**config.mk**
```make
export PLATFORM = sky130hd
export DESIGN_NAME = mfp_mac_par
export DESIGN_NICKNAME = d
export VERILOG_FILES = /design/src/rtl/mfp_mac_par.sv
export SDC_FILE = /design/constraint.sdc
export NUM_CORES = 2
export LEC_CHECK = 0
export ABC_AREA = 1
export CAP_MARGIN = 20
export CORE_UTILIZATION = 50
export CTS_CLUSTER_DIAMETER = 120
export DETAILED_ROUTE_END_ITERATION = 8
export PLACE_DENSITY = 0.72
export SETUP_SLACK_MARGIN = 0.05
export SYNTH_ARGS = -nofsm -noshare
export SYNTH_HDL_FRONTEND = slang
export SYNTH_SLANG_ARGS = --single-unit
```
**constraint.sdc**
```tcl
create_clock -name clk -period 6.4 [get_ports clk]
set_input_delay 1.28 -clock clk [delete_from_list [all_inputs] [get_ports clk]]
set_output_delay 1.28 -clock clk [all_outputs]
set_load 0.01 [all_outputs]
```
**src/rtl/mfp_mac_par.sv**
```systemverilog
// Pipelined fixed-point dot product: ArrL samples times ArrL coefficients.
// Define MFP_MAC_SAT_EN to saturate the result; otherwise it wraps.
module mfp_mac_par #(
  parameter int In1W         = 8,
  parameter int In2W         = 6,
  parameter int In2EQW       = 8,
  parameter int ArrL         = 19,
  parameter int PordW_ROUND  = 9,
  parameter int AccW_ROUND   = 8,
  parameter int pipeInterval = 3,
  parameter int isUnsigned   = 1
) (
  input  logic                     clk,
  input  logic                     rst,
  input  logic                     en,
  input  logic [In1W*ArrL-1:0]     In1,
  input  logic [In2W*ArrL-1:0]     In2,
  output logic [AccW_ROUND-1:0]    Out
);

  localparam int F  = PordW_ROUND - In1W;
  localparam int RS = In2EQW - F;
  localparam int PW = In1W + In2W;
  localparam int NL = $clog2(ArrL);
  localparam int AW = PordW_ROUND + NL;
  localparam int QW = AW + 1 - F;
  localparam int TW = (PW + 1 > RS + PordW_ROUND) ?
                      PW + 1 : RS + PordW_ROUND;
  localparam logic SG = (isUnsigned == 0);

  localparam logic [TW-1:0] PRC = (TW'(1) << RS) >> 1;
  localparam logic [AW:0]   ORC = ((AW + 1)'(1) << F) >> 1;

  function automatic int cntAt(input int l);
    int n;
    n = ArrL;
    for (int k = 0; k < l; k++) n = (n + 1) / 2;
    return n;
  endfunction

  logic [PW-1:0] mulC [ArrL];
  logic [PW-1:0] prod [ArrL];

  always_comb begin
    for (int i = 0; i < ArrL; i++) begin
      logic [In1W-1:0] a;
      logic [In2W-1:0] b;
      logic [PW-1:0]   ax;
      logic [PW-1:0]   bx;
      a  = In1[i*In1W +: In1W];
      b  = In2[i*In2W +: In2W];
      ax = {{In2W{SG & a[In1W-1]}}, a};
      bx = {{In1W{SG & b[In2W-1]}}, b};
      mulC[i] = ax * bx;
    end
  end

  always_ff @(posedge clk) begin
    if (rst) begin
      for (int i = 0; i < ArrL; i++) prod[i] <= '0;
    end else if (en) begin
      for (int i = 0; i < ArrL; i++) prod[i] <= mulC[i];
    end
  end

  for (genvar l = 0; l <= NL; l++) begin : lvl
    localparam int NC = cntAt(l);
    logic [AW-1:0] v [NC];

    if (l == 0) begin : g0
      // round half up at the product, keeping F fraction bits
      always_comb begin
        for (int i = 0; i < ArrL; i++) begin
          logic [TW-1:0]          t;
          logic [PordW_ROUND-1:0] r;
          t = {{(TW-PW){SG & prod[i][PW-1]}}, prod[i]};
          r = PordW_ROUND'((t + PRC) >> RS);
          v[i] = {{(AW-PordW_ROUND){SG & r[PordW_ROUND-1]}}, r};
        end
      end
    end else begin : gn
      localparam int NP = cntAt(l - 1);
      logic [AW-1:0] s [NC];

      for (genvar j = 0; j < NC; j++) begin : e
        if (2 * j + 1 < NP) begin : pair
          assign s[j] = lvl[l-1].v[2*j] + lvl[l-1].v[2*j+1];
        end else begin : pass
          assign s[j] = lvl[l-1].v[2*j];
        end
      end

      if ((l % pipeInterval) == 0 || l == NL) begin : gr
        always_ff @(posedge clk) begin
          if (rst) begin
            for (int j = 0; j < NC; j++) v[j] <= '0;
          end else if (en) begin
            for (int j = 0; j < NC; j++) v[j] <= s[j];
          end
        end
      end else begin : gc
        always_comb begin
          for (int j = 0; j < NC; j++) v[j] = s[j];
        end
      end
    end
  end

  logic [AW-1:0]         acc;
  logic [AW:0]           accX;
  logic [AccW_ROUND-1:0] res;

  assign acc  = lvl[NL].v[0];
  assign accX = {SG & acc[AW-1], acc};

`ifdef MFP_MAC_SAT_EN
  logic [QW-1:0] q;
  logic          fits;

  always_comb begin
    q = QW'((accX + ORC) >> F);
    if (SG) begin
      fits = (&q[QW-1:AccW_ROUND-1]) | ~(|q[QW-1:AccW_ROUND-1]);
    end else begin
      fits = ~(|q[QW-1:AccW_ROUND]);
    end
    res = q[AccW_ROUND-1:0];
    if (!fits) begin
      if (!SG) begin
        res = '1;
      end else if (q[QW-1]) begin
        res = {1'b1, {(AccW_ROUND-1){1'b0}}};
      end else begin
        res = {1'b0, {(AccW_ROUND-1){1'b1}}};
      end
    end
  end
`else
  assign res = AccW_ROUND'((accX + ORC) >> F);
`endif

  always_ff @(posedge clk) begin
    if (rst) begin
      Out <= '0;
    end else if (en) begin
      Out <= res;
    end
  end

endmodule

```
After elaboration in Yosys (flattened, before gate mapping):

Memories as Yosys holds them, arrays and structs flattened.
Cells that the tools add are included.

* add/subtract/negate cells: 38
* multipliers: 19
* multiplexer cells: 29
* bitwise operators: 22
* reductions and logical operators: 1

Operators with widths (number)
* 14-bit by 7-bit adder with 15-bit output, second input constant: 19
* 14-bit two-way mux: 20
* 8-bit by 6-bit multiplier with 14-bit output: 19
* 8-bit by 8-bit adder with 9-bit output: 9
* 9-bit by 9-bit adder with 10-bit output: 4
* 11-bit two-way mux: 3
* 14-bit adder: 2
* 10-bit by 10-bit adder with 11-bit output: 2
* 1-bit bitwise OR: 22
* 14-bit OR reduction: 1
* 9-bit by 8-bit adder with 10-bit output: 1
* 9-bit by 1-bit adder with 9-bit output, second input constant: 1
* 1-bit two-way mux: 6

* register bits after elaboration: 8
* memory bits (writable): 313
* bits of input ports: 269
* word-level logic and storage cells: 113
* memories: 3

Memories
* prod: words 19, bits a word 14, rd ports 19, clocked after Yosys merged registers in 0, wr ports 19, line 42 `logic [PW-1:0] prod [ArrL];`
* lvl[3].v: words 3, bits a word 11, rd ports 3, clocked after Yosys merged registers in 0, wr ports 3, line 68 `logic [AW-1:0] v [NC];`
* lvl[5].v: words 1, bits a word 14, rd ports 1, clocked after Yosys merged registers in 0, wr ports 1, line 68

Logic depth before layout (Yosys ltp):

An unclocked memory read counts as a cell.

* word-level depth: 6
* mapped depth: 26
* mapped depth without buffers: 26

Least setup slack after synthesis:

No wires, ideal clock.

* path kind: input to register
* start point: in rst
* end point: mem lvl[3].v[0][0] in the netlist's numbering, enable pin
* data arrival time: 4663 ps
* data required time: 4876 ps
* setup slack: 213 ps
* stages on the path: 3
* path buffers: 1
* cells stage by stage: inv_1 -> buf_2 -> nand2_1

RTL lines
* from (decl): line 14 `input logic rst,`
* to (decl): line 68

==> impl_metrics.xml <==
<?xml version="1.0" encoding="UTF-8"?>
<metrics>
  <group name="global_route">
    <metric name="grt_pass1_wl" unit="µm">148000</metric>
    <metric name="grt_overflow_total" unit="">0</metric>
    <metric name="grt_pass1_vias" unit="">33000</metric>
    <metric name="initial_antenna_violation_count" unit="">2</metric>
    <metric name="maximum_number_of_pins_on_one_net_before_global_route_repair" unit="">148</metric>
    <metric name="grt_use_total" unit="%">21.7</metric>
  </group>
  <group name="clocking">
    <metric name="post-cts-setup-buffers" unit="">0</metric>
    <metric name="cts_sinks" unit="">196</metric>
    <metric name="cts_bufs_inserted" unit="">17</metric>
    <metric name="tritoncts" unit="">done</metric>
    <metric name="clk_transition_reported_paths" unit="ns">0.08</metric>
    <metric name="ctsRootBufferMaster" unit="">sky130_fd_sc_hd__clkbuf_16</metric>
    <metric name="htree_num_levels" unit="">4</metric>
    <metric name="post_cts.resized_instances" unit="">0</metric>
    <metric name="post_cts_hold_buffer_count" unit="">0</metric>
    <metric name="cts_buffer_depth" unit="">2</metric>
    <metric name="clk-insertion-delay-late" unit="ns">0.51</metric>
  </group>
  <group name="worst_setup_path">
    <metric name="worst_path_most_repeated_cell" unit="">sky130_fd_sc_hd__nand2_1</metric>
    <metric name="rr_worst_depth" unit="">26</metric>
    <metric name="criticalPathCategory" unit="">input pin to flip-flop</metric>
    <metric name="critPathMaxFanout" unit="">8</metric>
    <metric name="cp_cell_sequence" unit="">clkdlybuf4s50_1 -&gt; nand2_1 -&gt; fa_1 -&gt; inv_1 -&gt; fa_1 -&gt; fa_1 -&gt; ha_1 -&gt; nand2_1 -&gt; a21oi_1 -&gt; nor3_1 -&gt; nand2_2 -&gt; nand2_1 -&gt; nand2_2 -&gt; a21oi_1 -&gt; nand2_1 -&gt; nand2_1 -&gt; nor2_1</metric>
    <metric name="max_stage_delay" unit="ns">0.64</metric>
    <metric name="reg2reg_slack" unit="ns">1.74</metric>
    <metric name="worst_ep_arrival" unit="ns">5.04</metric>
    <metric name="critical_path_buf_inv_count" unit="">2</metric>
    <metric name="path_delay_family" unit="">adder cells</metric>
    <metric name="critical_path.startpoint_type" unit="">input pin</metric>
    <metric name="timing.critical_path.slowest_stage_cell" unit="">sky130_fd_sc_hd__clkdlybuf4s50_1</metric>
    <metric name="timing.rr.start" unit="">prod[0][104]</metric>
    <metric name="r2r-end" unit="">lvl[3].v[0][8]</metric>
    <metric name="required_arrival_time_at_the_worst_endpoint" unit="ns">6.66</metric>
    <metric name="worst_setup_path_end_kind" unit="">flip-flop</metric>
  </group>
  <group name="worst_hold_path">
    <metric name="timing.hold.worst_endpoint" unit="">Out[0]</metric>
    <metric name="whs_path_depth" unit="">2</metric>
    <metric name="min_from" unit="">Out[0]</metric>
    <metric name="hold_path.class" unit="">flip-flop to flip-flop</metric>
  </group>
  <group name="timing">
    <metric name="finClkSkew" unit="ns">0.0203</metric>
    <metric name="post-route-min-period" unit="ns">4.78</metric>
    <metric name="grt_setup_unrepaired" unit="">no</metric>
    <metric name="worst_slew_margin_rel" unit="%">44.0</metric>
    <metric name="setup_tns" unit="ns">0</metric>
    <metric name="maxSlewViolCount" unit="">0</metric>
    <metric name="layout_worst_path_cycle_share" unit="%">74.7</metric>
    <metric name="tightest_slew" unit="ns">0.840</metric>
    <metric name="achievable-frequency" unit="MHz">209</metric>
    <metric name="final-hold-violation-count" unit="">0</metric>
    <metric name="setup_viol" unit="">0</metric>
    <metric name="postLayoutSetupSlackWorst" unit="ns">1.62</metric>
  </group>
  <group name="yosys">
    <metric name="prevailing_post_synth_register_cell" unit="">sky130_fd_sc_hd__edfxtp_1</metric>
    <metric name="asyncSetResetFlopFracSynth" unit="%">0</metric>
    <metric name="synth_edf_count" unit="">188</metric>
    <metric name="netlist.top_cell.by_area" unit="">sky130_fd_sc_hd__fa_1</metric>
    <metric name="yosys-top-cells-area" unit="">sky130_fd_sc_hd__fa_1, sky130_fd_sc_hd__ha_1, sky130_fd_sc_hd__edfxtp_1, sky130_fd_sc_hd__nand2_1, sky130_fd_sc_hd__inv_1</metric>
    <metric name="mappedNetlistArea" unit="µm²">40200</metric>
    <metric name="ys_ff_latch" unit="">196</metric>
    <metric name="postSynthCellCount" unit="">5353</metric>
    <metric name="yosysMostFrequentCell" unit="">sky130_fd_sc_hd__nand2_1</metric>
    <metric name="synth_sequential_area_ratio" unit="%">14.4</metric>
    <metric name="yosys-top-cells-count" unit="">sky130_fd_sc_hd__nand2_1, sky130_fd_sc_hd__inv_1, sky130_fd_sc_hd__fa_1, sky130_fd_sc_hd__ha_1, sky130_fd_sc_hd__a21oi_1</metric>
    <metric name="syn-mean-instance-area" unit="µm²">7.52</metric>
    <metric name="synth_fp_nets" unit="">6613</metric>
    <metric name="post-synth-top-area-fraction" unit="%">25.2</metric>
    <metric name="synth_cell_types" unit="">46</metric>
    <metric name="ys_warn_count" unit="">0</metric>
  </group>
  <group name="layout">
    <metric name="post_layout_nonfiller_instances" unit="">6615</metric>
    <metric name="layout-drive-gt1-share" unit="%">2.34</metric>
    <metric name="number_of_antenna_cells_inserted" unit="">0</metric>
    <metric name="area.growth.synth_to_final" unit="%">10.9</metric>
    <metric name="fillers" unit="">7457</metric>
    <metric name="finish.net_count" unit="">6812</metric>
  </group>
  <group name="outcome">
    <metric name="run_status" unit="">finished clean</metric>
  </group>
  <group name="detailed_routing">
    <metric name="met2_wirelength" unit="µm">44200</metric>
    <metric name="total_via_count_after_detailed_routing" unit="">32800</metric>
    <metric name="detailedRoute.firstIterationViolations" unit="">1457</metric>
    <metric name="top_signal_layer_used" unit="">met5</metric>
    <metric name="route.detailed.drc" unit="">0</metric>
    <metric name="postRouteWirelength" unit="µm">84800</metric>
    <metric name="avgRoutedWirePerCell" unit="µm">12.8</metric>
    <metric name="number_of_detailed_route_iterations_in_the_first_pass" unit="">5</metric>
    <metric name="viasPerCell" unit="">4.96</metric>
    <metric name="wl_met3" unit="µm">2280</metric>
    <metric name="route.layer.met1.wl" unit="µm">36900</metric>
    <metric name="route.antenna.remaining_nets" unit="">0</metric>
  </group>
  <group name="floorplan">
    <metric name="number_of_rows_created_at_floorplan" unit="">103</metric>
    <metric name="ioPinCount" unit="">277</metric>
    <metric name="initial_core_util" unit="%">50.8</metric>
    <metric name="core_area" unit="µm²">79300</metric>
    <metric name="die_h" unit="µm">286</metric>
    <metric name="overall_die_area" unit="µm²">81600</metric>
    <metric name="die_width" unit="µm">286</metric>
  </group>
  <group name="power">
    <metric name="p_per_area" unit="nW/µm²">302</metric>
    <metric name="power_leakage" unit="nW">24.9</metric>
    <metric name="ir_drop" unit="mV">0.457</metric>
    <metric name="finalPower" unit="mW">13.5</metric>
  </group>
  <group name="placement">
    <metric name="detailed_place_hpwl" unit="µm">71900</metric>
    <metric name="gp_congestion" unit="">0.877</metric>
    <metric name="io_buffer_count" unit="">276</metric>
    <metric name="preCtsSetupSlack" unit="ns">1.12</metric>
    <metric name="place.detailed.instances" unit="">6583</metric>
  </group>
  <group name="run">
    <metric name="cap_viol_max_count" unit="">0</metric>
  </group>
</metrics>
[worst max path at each step]
stage                 startpoint        endpoint  slack (ns)  cells past startpoint
finish                   In2[53]    prod[0][125]        1.62                     17
global route        prod[0][104]  lvl[3].v[0][8]        1.30                     26
CTS                      In2[53]    prod[0][125]        1.67                     17
detailed placement       In2[53]    prod[0][125]        1.12                     17
global placement         In2[53]    prod[0][125]        1.20                     17
floorplan                    rst  lvl[3].v[0][0]        0.21                      3
[logic make-up (layout without fill, tap and decap cells)]
family	Yosys count	in the layout	share of synthesized area [%]
AOI/OAI and AO/OA	576	576	7.78
xor gates and xnor gates	169	169	3.68
and+or+nand+nor	1993	1993	20.4
buffers and inverters	1428	1640	13.4
DFF	196	196	14.4
adders and majority gates	991	991	40.3
[area by class of cell]
type                            instances  area (µm²)  area share, %
Timing Repair Buffer                  281        2810           6.31
Clock buffer                           17         425          0.954
Sequential cell                       196        5810           13.0
Inverter                             1327        4980           11.2
Multi-Input combinational cell       3729       29100           65.1
Tap cell                             1050        1310           2.95
Clock inverter                         15         216          0.485
[where the power goes]
| part | internal (mW) | switching (mW) | total (mW) |
|---|---|---|---|
| Combinational | 4.06 | 6.14 | 10.2 |
| Sequential | 1.89 | 0.243 | 2.13 |
| Clock | 0.546 | 0.602 | 1.15 |
| Total | 6.49 | 6.99 | 13.5 |
[layout by cell type, fill, tap and decap left out, types with 23 or more instances in the layout]
master                               n
sky130_fd_sc_hd__nor3_1             23
sky130_fd_sc_hd__nand4_1            32
sky130_fd_sc_hd__fa_1              507
sky130_fd_sc_hd__nor3b_1            25
sky130_fd_sc_hd__nand2_2            46
sky130_fd_sc_hd__ha_1              484
sky130_fd_sc_hd__clkdlybuf4s50_1   276
sky130_fd_sc_hd__xnor2_1            41
sky130_fd_sc_hd__nand2_1          1360
sky130_fd_sc_hd__o21ai_0           156
sky130_fd_sc_hd__xor2_1            128
sky130_fd_sc_hd__nand3_1           159
sky130_fd_sc_hd__nor2_1            293
sky130_fd_sc_hd__inv_1            1309
sky130_fd_sc_hd__a21oi_1           308
sky130_fd_sc_hd__edfxtp_1          188
[metal layers]
layer	vias to the layer above	GRT usage, %
met4	4	4.63
met1	15400	26.7
met3	100	2.26
met5	-	0
met2	492	40.5
li1	16800	-
[registers in the layout, summed over array words and instances, names as in the netlist]
signal / cells
Out: 8
lvl.v: 36
prod: 152
[metrics by stage]
step / utilization (%) / hold WS, ns / instance area (µm²)
finish: 56.3 / 0.480 / 44600
global route: 56.3 / 0.492 / 44600
CTS: 56.3 / 0.482 / 44600
detailed placement: 55.5 / 0.468 / 44000
global placement: 55.5 / 0.463 / 44000
floorplan: - / 0.491 / 40200
[worst register-to-register path, stage by stage, from the launching register on]
cell	delay [ns]
sky130_fd_sc_hd__edfxtp_1	0.41
sky130_fd_sc_hd__ha_1	0.23
sky130_fd_sc_hd__nand2_1	0.06
sky130_fd_sc_hd__inv_1	0.06
sky130_fd_sc_hd__nand2_1	0.07
sky130_fd_sc_hd__xor2_1	0.14
sky130_fd_sc_hd__inv_1	0.08
sky130_fd_sc_hd__ha_1	0.36
sky130_fd_sc_hd__nand2_1	0.10
sky130_fd_sc_hd__inv_1	0.04
sky130_fd_sc_hd__nand4_1	0.06
sky130_fd_sc_hd__o211ai_1	0.14
sky130_fd_sc_hd__a21oi_1	0.18
sky130_fd_sc_hd__o21bai_1	0.09
sky130_fd_sc_hd__xnor2_1	0.27
sky130_fd_sc_hd__fa_1	0.47
sky130_fd_sc_hd__fa_1	0.55
sky130_fd_sc_hd__inv_1	0.04
sky130_fd_sc_hd__ha_1	0.34
sky130_fd_sc_hd__nand2_1	0.09
sky130_fd_sc_hd__inv_1	0.04
sky130_fd_sc_hd__nand4_1	0.08
sky130_fd_sc_hd__nand3_1	0.10
sky130_fd_sc_hd__xnor2_1	0.18
sky130_fd_sc_hd__nand3_1	0.09
sky130_fd_sc_hd__nand2_1	0.06
sky130_fd_sc_hd__nor2_1	0.08
No activity file was read; power rests on OpenSTA's default activity.
